==> src/rtl/pipe_stage_reg.sv <==
// pipe_stage_reg: parametrised pipeline boundary register.
// Carries a payload and a valid bit through DEPTH slices. It advances,
// inserts a bubble or holds, depending on the upstream and downstream
// bits of the shared stall vector. It also supports flush, reports
// occupancy and keeps a saturating bubble counter.
module pipe_stage_reg #(
  parameter int DATA_W        = 32,
  parameter int DEPTH         = 1,
  parameter int STALL_W       = 6,
  parameter int STAGE         = 3,
  parameter int CLEAR_PAYLOAD = 1,
  parameter int CNT_W         = 16
) (
  input  logic               clk,
  input  logic               rst,
  input  logic [STALL_W-1:0] stall,
  input  logic               flush,
  input  logic               in_valid,
  input  logic [DATA_W-1:0]  in_data,
  output logic               out_valid,
  output logic [DATA_W-1:0]  out_data,
  output logic [2:0]         occupancy,
  output logic [CNT_W-1:0]   bubble_cnt
);

  localparam bit CLR = (CLEAR_PAYLOAD != 0);

  // Slice state: index 0 is fed from the inputs, DEPTH-1 drives the outputs.
  logic [DEPTH-1:0]             r_valid;
  logic [DEPTH-1:0][DATA_W-1:0] r_data;
  logic [2:0]                   r_occ;
  logic [CNT_W-1:0]             r_bubble_cnt;

  logic [DEPTH-1:0]             w_valid_next;
  logic [DEPTH-1:0][DATA_W-1:0] w_data_next;
  logic [2:0]                   w_occ_next;
  logic                         w_advance;
  logic                         w_bubble;
  logic                         w_shift;
  logic                         w_cnt_max;
  logic                         w_unused_stall;

  // The upstream stall bit alone decides advance. The illegal combination
  // (upstream running, downstream stalled) is deliberately treated as advance.
  assign w_advance = ~stall[STAGE];
  assign w_bubble  = stall[STAGE] & ~stall[STAGE+1];
  assign w_shift   = w_advance | w_bubble;
  assign w_cnt_max = &r_bubble_cnt;

  // Only two bits of the shared stall vector matter to this boundary.
  assign w_unused_stall = ^stall;

  // Next-state for every slice: flush beats shift, and shift beats hold.
  always_comb begin
    w_valid_next = r_valid;
    w_data_next  = r_data;
    if (flush) begin
      w_valid_next = '0;
      if (CLR) begin
        w_data_next = '0;
      end
    end else if (w_shift) begin
      // Every slice after the first takes its predecessor. The last entry
      // is simply overwritten because downstream captured it this cycle.
      for (int i = DEPTH - 1; i >= 1; i--) begin
        w_valid_next[i] = r_valid[i-1];
        w_data_next[i]  = r_data[i-1];
      end
      if (w_advance) begin
        w_valid_next[0] = in_valid;
        w_data_next[0]  = in_data;
      end else begin
        w_valid_next[0] = 1'b0;
        if (CLR) begin
          w_data_next[0] = '0;
        end
      end
    end
  end

  // Occupancy is counted from next-state valids so that it tracks the slices in the same cycle.
  always_comb begin
    w_occ_next = '0;
    for (int i = 0; i < DEPTH; i++) begin
      w_occ_next = w_occ_next + {2'b00, w_valid_next[i]};
    end
  end

  // Slice and occupancy registers. Reset always zeroes the payload.
  always_ff @(posedge clk) begin
    if (rst) begin
      r_valid <= '0;
      r_data  <= '0;
      r_occ   <= '0;
    end else begin
      r_valid <= w_valid_next;
      r_data  <= w_data_next;
      r_occ   <= w_occ_next;
    end
  end

  // Bubble counter: counts genuine bubble cycles only and saturates at all-ones.
  always_ff @(posedge clk) begin
    if (rst) begin
      r_bubble_cnt <= '0;
    end else if (!flush && w_bubble && !w_cnt_max) begin
      r_bubble_cnt <= r_bubble_cnt + CNT_W'(1);
    end
  end

  assign out_valid  = r_valid[DEPTH-1];
  assign out_data   = r_data[DEPTH-1];
  assign occupancy  = r_occ;
  assign bubble_cnt = r_bubble_cnt;

endmodule

==> config.mk <==
export PLATFORM = sky130hd
export DESIGN_NAME = pipe_stage_reg
export DESIGN_NICKNAME = d
export VERILOG_FILES = /design/src/rtl/pipe_stage_reg.sv
export SDC_FILE = /design/constraint.sdc
export NUM_CORES = 1
export LEC_CHECK = 0
export CORE_MARGIN = 2
export CORE_UTILIZATION = 42
export CTS_CLUSTER_SIZE = 40
export DETAILED_ROUTE_END_ITERATION = 10
export HOLD_SLACK_MARGIN = 0.12
export PLACE_DENSITY = 0.83
export SLEW_MARGIN = 20
export SYNTH_ARGS = -nofsm -noshare
export SYNTH_HDL_FRONTEND = slang
export SYNTH_SLANG_ARGS = --single-unit
==> constraint.sdc <==
create_clock -name clk -period 2.3 [get_ports clk]
set_input_delay 0.69 -clock clk [delete_from_list [all_inputs] [get_ports clk]]
set_output_delay 0.69 -clock clk [all_outputs]
set_load 0.02 [all_outputs]
==> Yosys cells after proc, flatten, opt, wreduce, memory -nomap -nowiden <==
Index checks and enable logic that the tools add are counted.
{ "word_totals": {"regBits": 51, "latchBits": 0, "mem_bits_rw": 0, "rom_bits": 0, "output_inout_bits": 52, "elab_cells": 19, "n_memories": 0} }
{ "op_classes": {"addsub": 1, "n_mul": 0, "n_div": 0, "magnitude_cmp": 0, "eq_ne": 0, "n_shift": 0, "n_mux": 4, "n_bitwise": 4, "reduce_logical": 6} }
{ "op_table": {"columns": ["op", "n"], "rows": [
  ["$mux 32", 1],
  ["$add 16x1->16 const B", 1],
  ["$reduce_and 16->1", 1],
  ["$mux 1", 3],
  ["$logic_and 1x1->1", 2],
  ["$logic_not 1->1", 2],
  ["$not 1->1", 2],
  ["$reduce_or 2->1", 1],
  ["$and 1x1->1", 1],
  ["$or 1x1->1", 1]
]} }

==> Depth between registers and ports, before layout <==
Gate-level depths: netlist of the first run.
{ "depth": {"depth_word": 5, "depth_mapped": 6} }

==> Least setup slack after synthesis of the first run <==
Ideal clock, no wire load.
{ "synth_path": {"kind": "in2reg", "from": "input stall[4]", "to": "register r_bubble_cnt[13], in the netlist bubble_cnt[13]", "setup_time_ns": 0.070, "t_arrival_ns": 1.842, "required_ns": 2.230, "slack_ns": 0.387, "stages": 5, "n_path_buf": 1, "cell_sequence": "buf_6 > nor3b_4 > nand3_1 > or4_1 > a21oi_1"} }
{ "synth_via": {"elab_chain_len": 4} }
{ "synth_lines": {"columns": ["element", "line_no", "text"], "rows": [
  ["from (decl)", "16", "input logic [STALL_W-1:0] stall,"],
  ["$not 1->1", "46", "assign w_bubble = stall[STAGE] & ~stall[STAGE+1];"],
  ["$and 1x1->1", "46", null],
  ["$logic_and 1x1->1 (2 in a row)", "106", "end else if (!flush && w_bubble && !w_cnt_max) begin"],
  ["to (signal assigned)", "107", "r_bubble_cnt <= r_bubble_cnt + CNT_W'(1);"],
  ["to (decl)", "32", "logic [CNT_W-1:0] r_bubble_cnt;"]
]} }
Every way passes these cells.
A chain may end at the register's enable or synchronous reset.

==> Worst setup path in the final report of the first run <==
{ "layout_path": {"from": "register r_bubble_cnt[7], in the netlist bubble_cnt[7]", "to": "output bubble_cnt[7]"} }
{ "layout_lines": {"columns": ["element", "line_no", "text"], "rows": [
  ["to (decl)", "23", "output logic [CNT_W-1:0] bubble_cnt"]
]} }
No word-level cell between the ends.

==> results of run 1 <==
## Yosys cell counts (all sizes together)
master	number
dfxtp	49
a21oi	44
nand3	36
nand2b	34
clkbuf	15
buf	6
nand2	6
nand4	6
o31ai	6
or4	6
nor2	5
o21ai	5
or3	4
and4	3
and3	2
nor4	2
xor2	2
and4bb	1
conb	1
ha	1
mux2	1
mux2i	1
nor2b	1
nor3	1
nor3b	1
nor4b	1
o311ai	1
o41ai	1
or2	1
## sequential cells by signal (all words and copies together) (netlist names)
name,cells
occupancy,1
out_data,32
bubble_cnt,16
## worst paths after layout
path	depth (start not counted)	slack [ns]	to	start
setup / recovery	1	0.18	bubble_cnt[7]	bubble_cnt[7]
hold / removal	2	0.47	out_data[10]	out_data[10]
setup reg to reg	6	0.42	bubble_cnt[7]	bubble_cnt[0]
hold reg to reg	2	0.47	out_data[10]	out_data[10]
## worst reg2reg max path, cell delays in order, from the launching register on
cell and delay (ns):
dfxtp_1 0.39, ha_1 0.23, nand3_1 0.23, nor4_4 0.48, buf_4 0.25, o21ai_0 0.10
a21oi_1 0.14
## power by group
| group | internal (mW) | total [mW] | switching, mW | leakage, nW |
|---|---|---|---|---|
| clock | 0.355 | 0.639 | 0.284 | 0.0585 |
| sequential | 0.866 | 0.876 | 0.0100 | 0.398 |
| combinational | 0.114 | 0.211 | 0.0972 | 0.646 |
| total | 1.33 | 1.73 | 0.391 | 1.10 |
## kinds of logic (layout without fill, tap and decap cells)
| kind of cell | Yosys count | count (layout) | share of synthesized area, % |
|---|---|---|---|
| AO/OA/AOI/OAI | 57 | 57 | 15.0 |
| XOR/XNOR | 2 | 2 | 0.816 |
| adder cells (fa/ha/maj) | 1 | 1 | 0.583 |
| buffers and inverters | 21 | 105 | 4.72 |
| flip-flops | 49 | 49 | 45.7 |
| multiplexers | 2 | 2 | 0.991 |
| other | 1 | 2 | 0.175 |
| AND/OR/NAND/NOR | 110 | 110 | 32.0 |
## area by class of cell
cell class                      count  area [um^2]  share of cell area [%]
Tap cell                           70         87.6                    2.74
Multi-Input combinational cell    174         1070                    33.5
Timing Repair Buffer               97          941                    29.5
Sequential cell                    49          981                    30.7
Clock buffer                        7         86.3                    2.70
Clock inverter                      1         30.0                   0.940
## layer usage
layer  share of wire, %  routed length [um]
met5                  0                   0
met4                1.4                  76
met3                6.7                 369
met2                 48                2620
met1                 44                2410
## stage by stage
step           instance area [um^2]  cells  setup TNS, ns  utilization (%)  worst slack, ns
2_1_floorplan                  2150    244              0                -            0.387
3_3_place_gp                   3080    390         -0.242             61.4          -0.0652
3_5_place_dp                   3080    390         -0.411             61.4          -0.0912
4_1_cts                        3190    398              0             63.8            0.174
5_1_grt                        3190    398              0             63.8           0.0993
6_report                       3190    398              0             63.8            0.183
==> flow_metrics.env, run 1 <==
export IMPL_yosysSeqAreaShare_pct=45.7
export IMPL_cts_hold_buf=0
export IMPL_yosysTopAreaCell="dfxtp_1"
export IMPL_syn_area_per_cell_um2=8.84
export IMPL_finalCriticalPeriod_ns=2.12
export IMPL_ys_seq_elements=49
export IMPL_ctsResizeCount=0
export IMPL_synth_cells=243
export IMPL_path_delay_family="buffers and inverters"
export IMPL_layout_drive_gt1_share_pct=8.23
export IMPL_drv_cap=0
export IMPL_worstSetupEndpointType="primary output"
export IMPL_critPathArrivalTime_ns=1.43
export IMPL_grt_pass1_wl_um=8270
export IMPL_via_count=2077
export IMPL_first_pass_iters=4
export IMPL_hpwl_um=3780
export IMPL_synth_area_leaders="dfxtp_1 46%, a21oi_1 10%, nand2b_1 9.9%"
export IMPL_clock_skew_ns=0.00255
export IMPL_cp_required_ns=1.61
export IMPL_remaining_drc_errors=0
export IMPL_start_util_pct=42.9
export IMPL_crit_path_start_kind="flop"
export IMPL_final_cell_mix="86 x clkdlybuf4s50_1, 49 x dfxtp_1, 44 x a21oi_1, 36 x nand3_1, 34 x nand2b_1"
export IMPL_powerDensity_nw_per_um2=540
export IMPL_rsz0062_at_grt="false"
export IMPL_setup_violations_final=0
export IMPL_fin_crit_sh_pct=92.0
export IMPL_grt_overflow=0
export IMPL_grt_busiest_layer="met2"
export IMPL_core_area_um2=5010
export IMPL_fmax_mhz=472
export IMPL_synth_cell_types=35
export IMPL_grt_pass1_vias=1786
export IMPL_wl_per_cell_um=13.8
export IMPL_grt_util_met3_pct=5.69
export IMPL_vias_per_cell=5.22
export IMPL_worstSetupPathType="reg2out"
export IMPL_whs_ns=0.467
export IMPL_ir_drop_v=0.000263
export IMPL_clockBufferDepth=2
export IMPL_grt_met1_usage_pct=25.1
export IMPL_area_growth_pct=48.8
export IMPL_max_stage_delay_ns=0.66
export IMPL_cts_tree="yes"
export IMPL_rows=26
export IMPL_die_h_um=75.5
export IMPL_hold_violations=0
export IMPL_maxSlewHeadroom_pct=56.3
export IMPL_port_buffers=87
export IMPL_mostFrequentLayoutCell="clkdlybuf4s50_1"
export IMPL_p_total_mw=1.73
export IMPL_ios=94
export IMPL_path_cells="clkdlybuf4s50_1"
export IMPL_grt_max_degree=67
export IMPL_gp_congestion=0.815
export IMPL_fp_dieArea_um2=5700
export IMPL_p_leak_nw=1.10
export IMPL_yosys_warnings=0
export IMPL_worstMarginPinSlew_ns=0.656
export IMPL_cp_num_buf_inv=1
export IMPL_cts_setup_buffers=0
export IMPL_clk_latency_ns=0.30
export IMPL_cts_buffers=5
export IMPL_netlist_area_um2=2150
export IMPL_ant_nets=0
export IMPL_path_clk_slew_ns=0.09
export IMPL_crit_path_max_fanout=7
export IMPL_cts_sinks=49
export IMPL_maxSlewViolCount=0
export IMPL_antenna_found_initial=0
export IMPL_fin_nets=370
export IMPL_yosysTopAreaCellShare_pct=45.7
export IMPL_crit_path_top_delay_cell="clkdlybuf4s50_1"
export IMPL_status="finished, final reports clean"
export IMPL_drt_iter0_drc=99
export IMPL_h_tree_depth=2
export IMPL_gr_usage_met2_pct=29.4
export IMPL_fillCellCount=431
export IMPL_clockRootBuffer="clkbuf_8"
export IMPL_grtUsageTotal_pct=19.0
export IMPL_antenna_cells=0
export IMPL_hold_path_class="reg2reg"
export IMPL_finalWirelength_um=5490
export IMPL_die_width_um=75.5
Power figures use the tool's default switching activity.
==> run 2: changes to the inputs <==
Settings changed: CAP_MARGIN from default to 20.
==> results of run 2 <==
No change in the layout: final DEF, timing and power equal those of run 1.
==> run 3: changes to the inputs <==
Settings changed: SKIP_CTS_REPAIR_TIMING from default to 1.
==> results of run 3 <==
No change in the layout: final DEF, timing and power equal those of run 1.
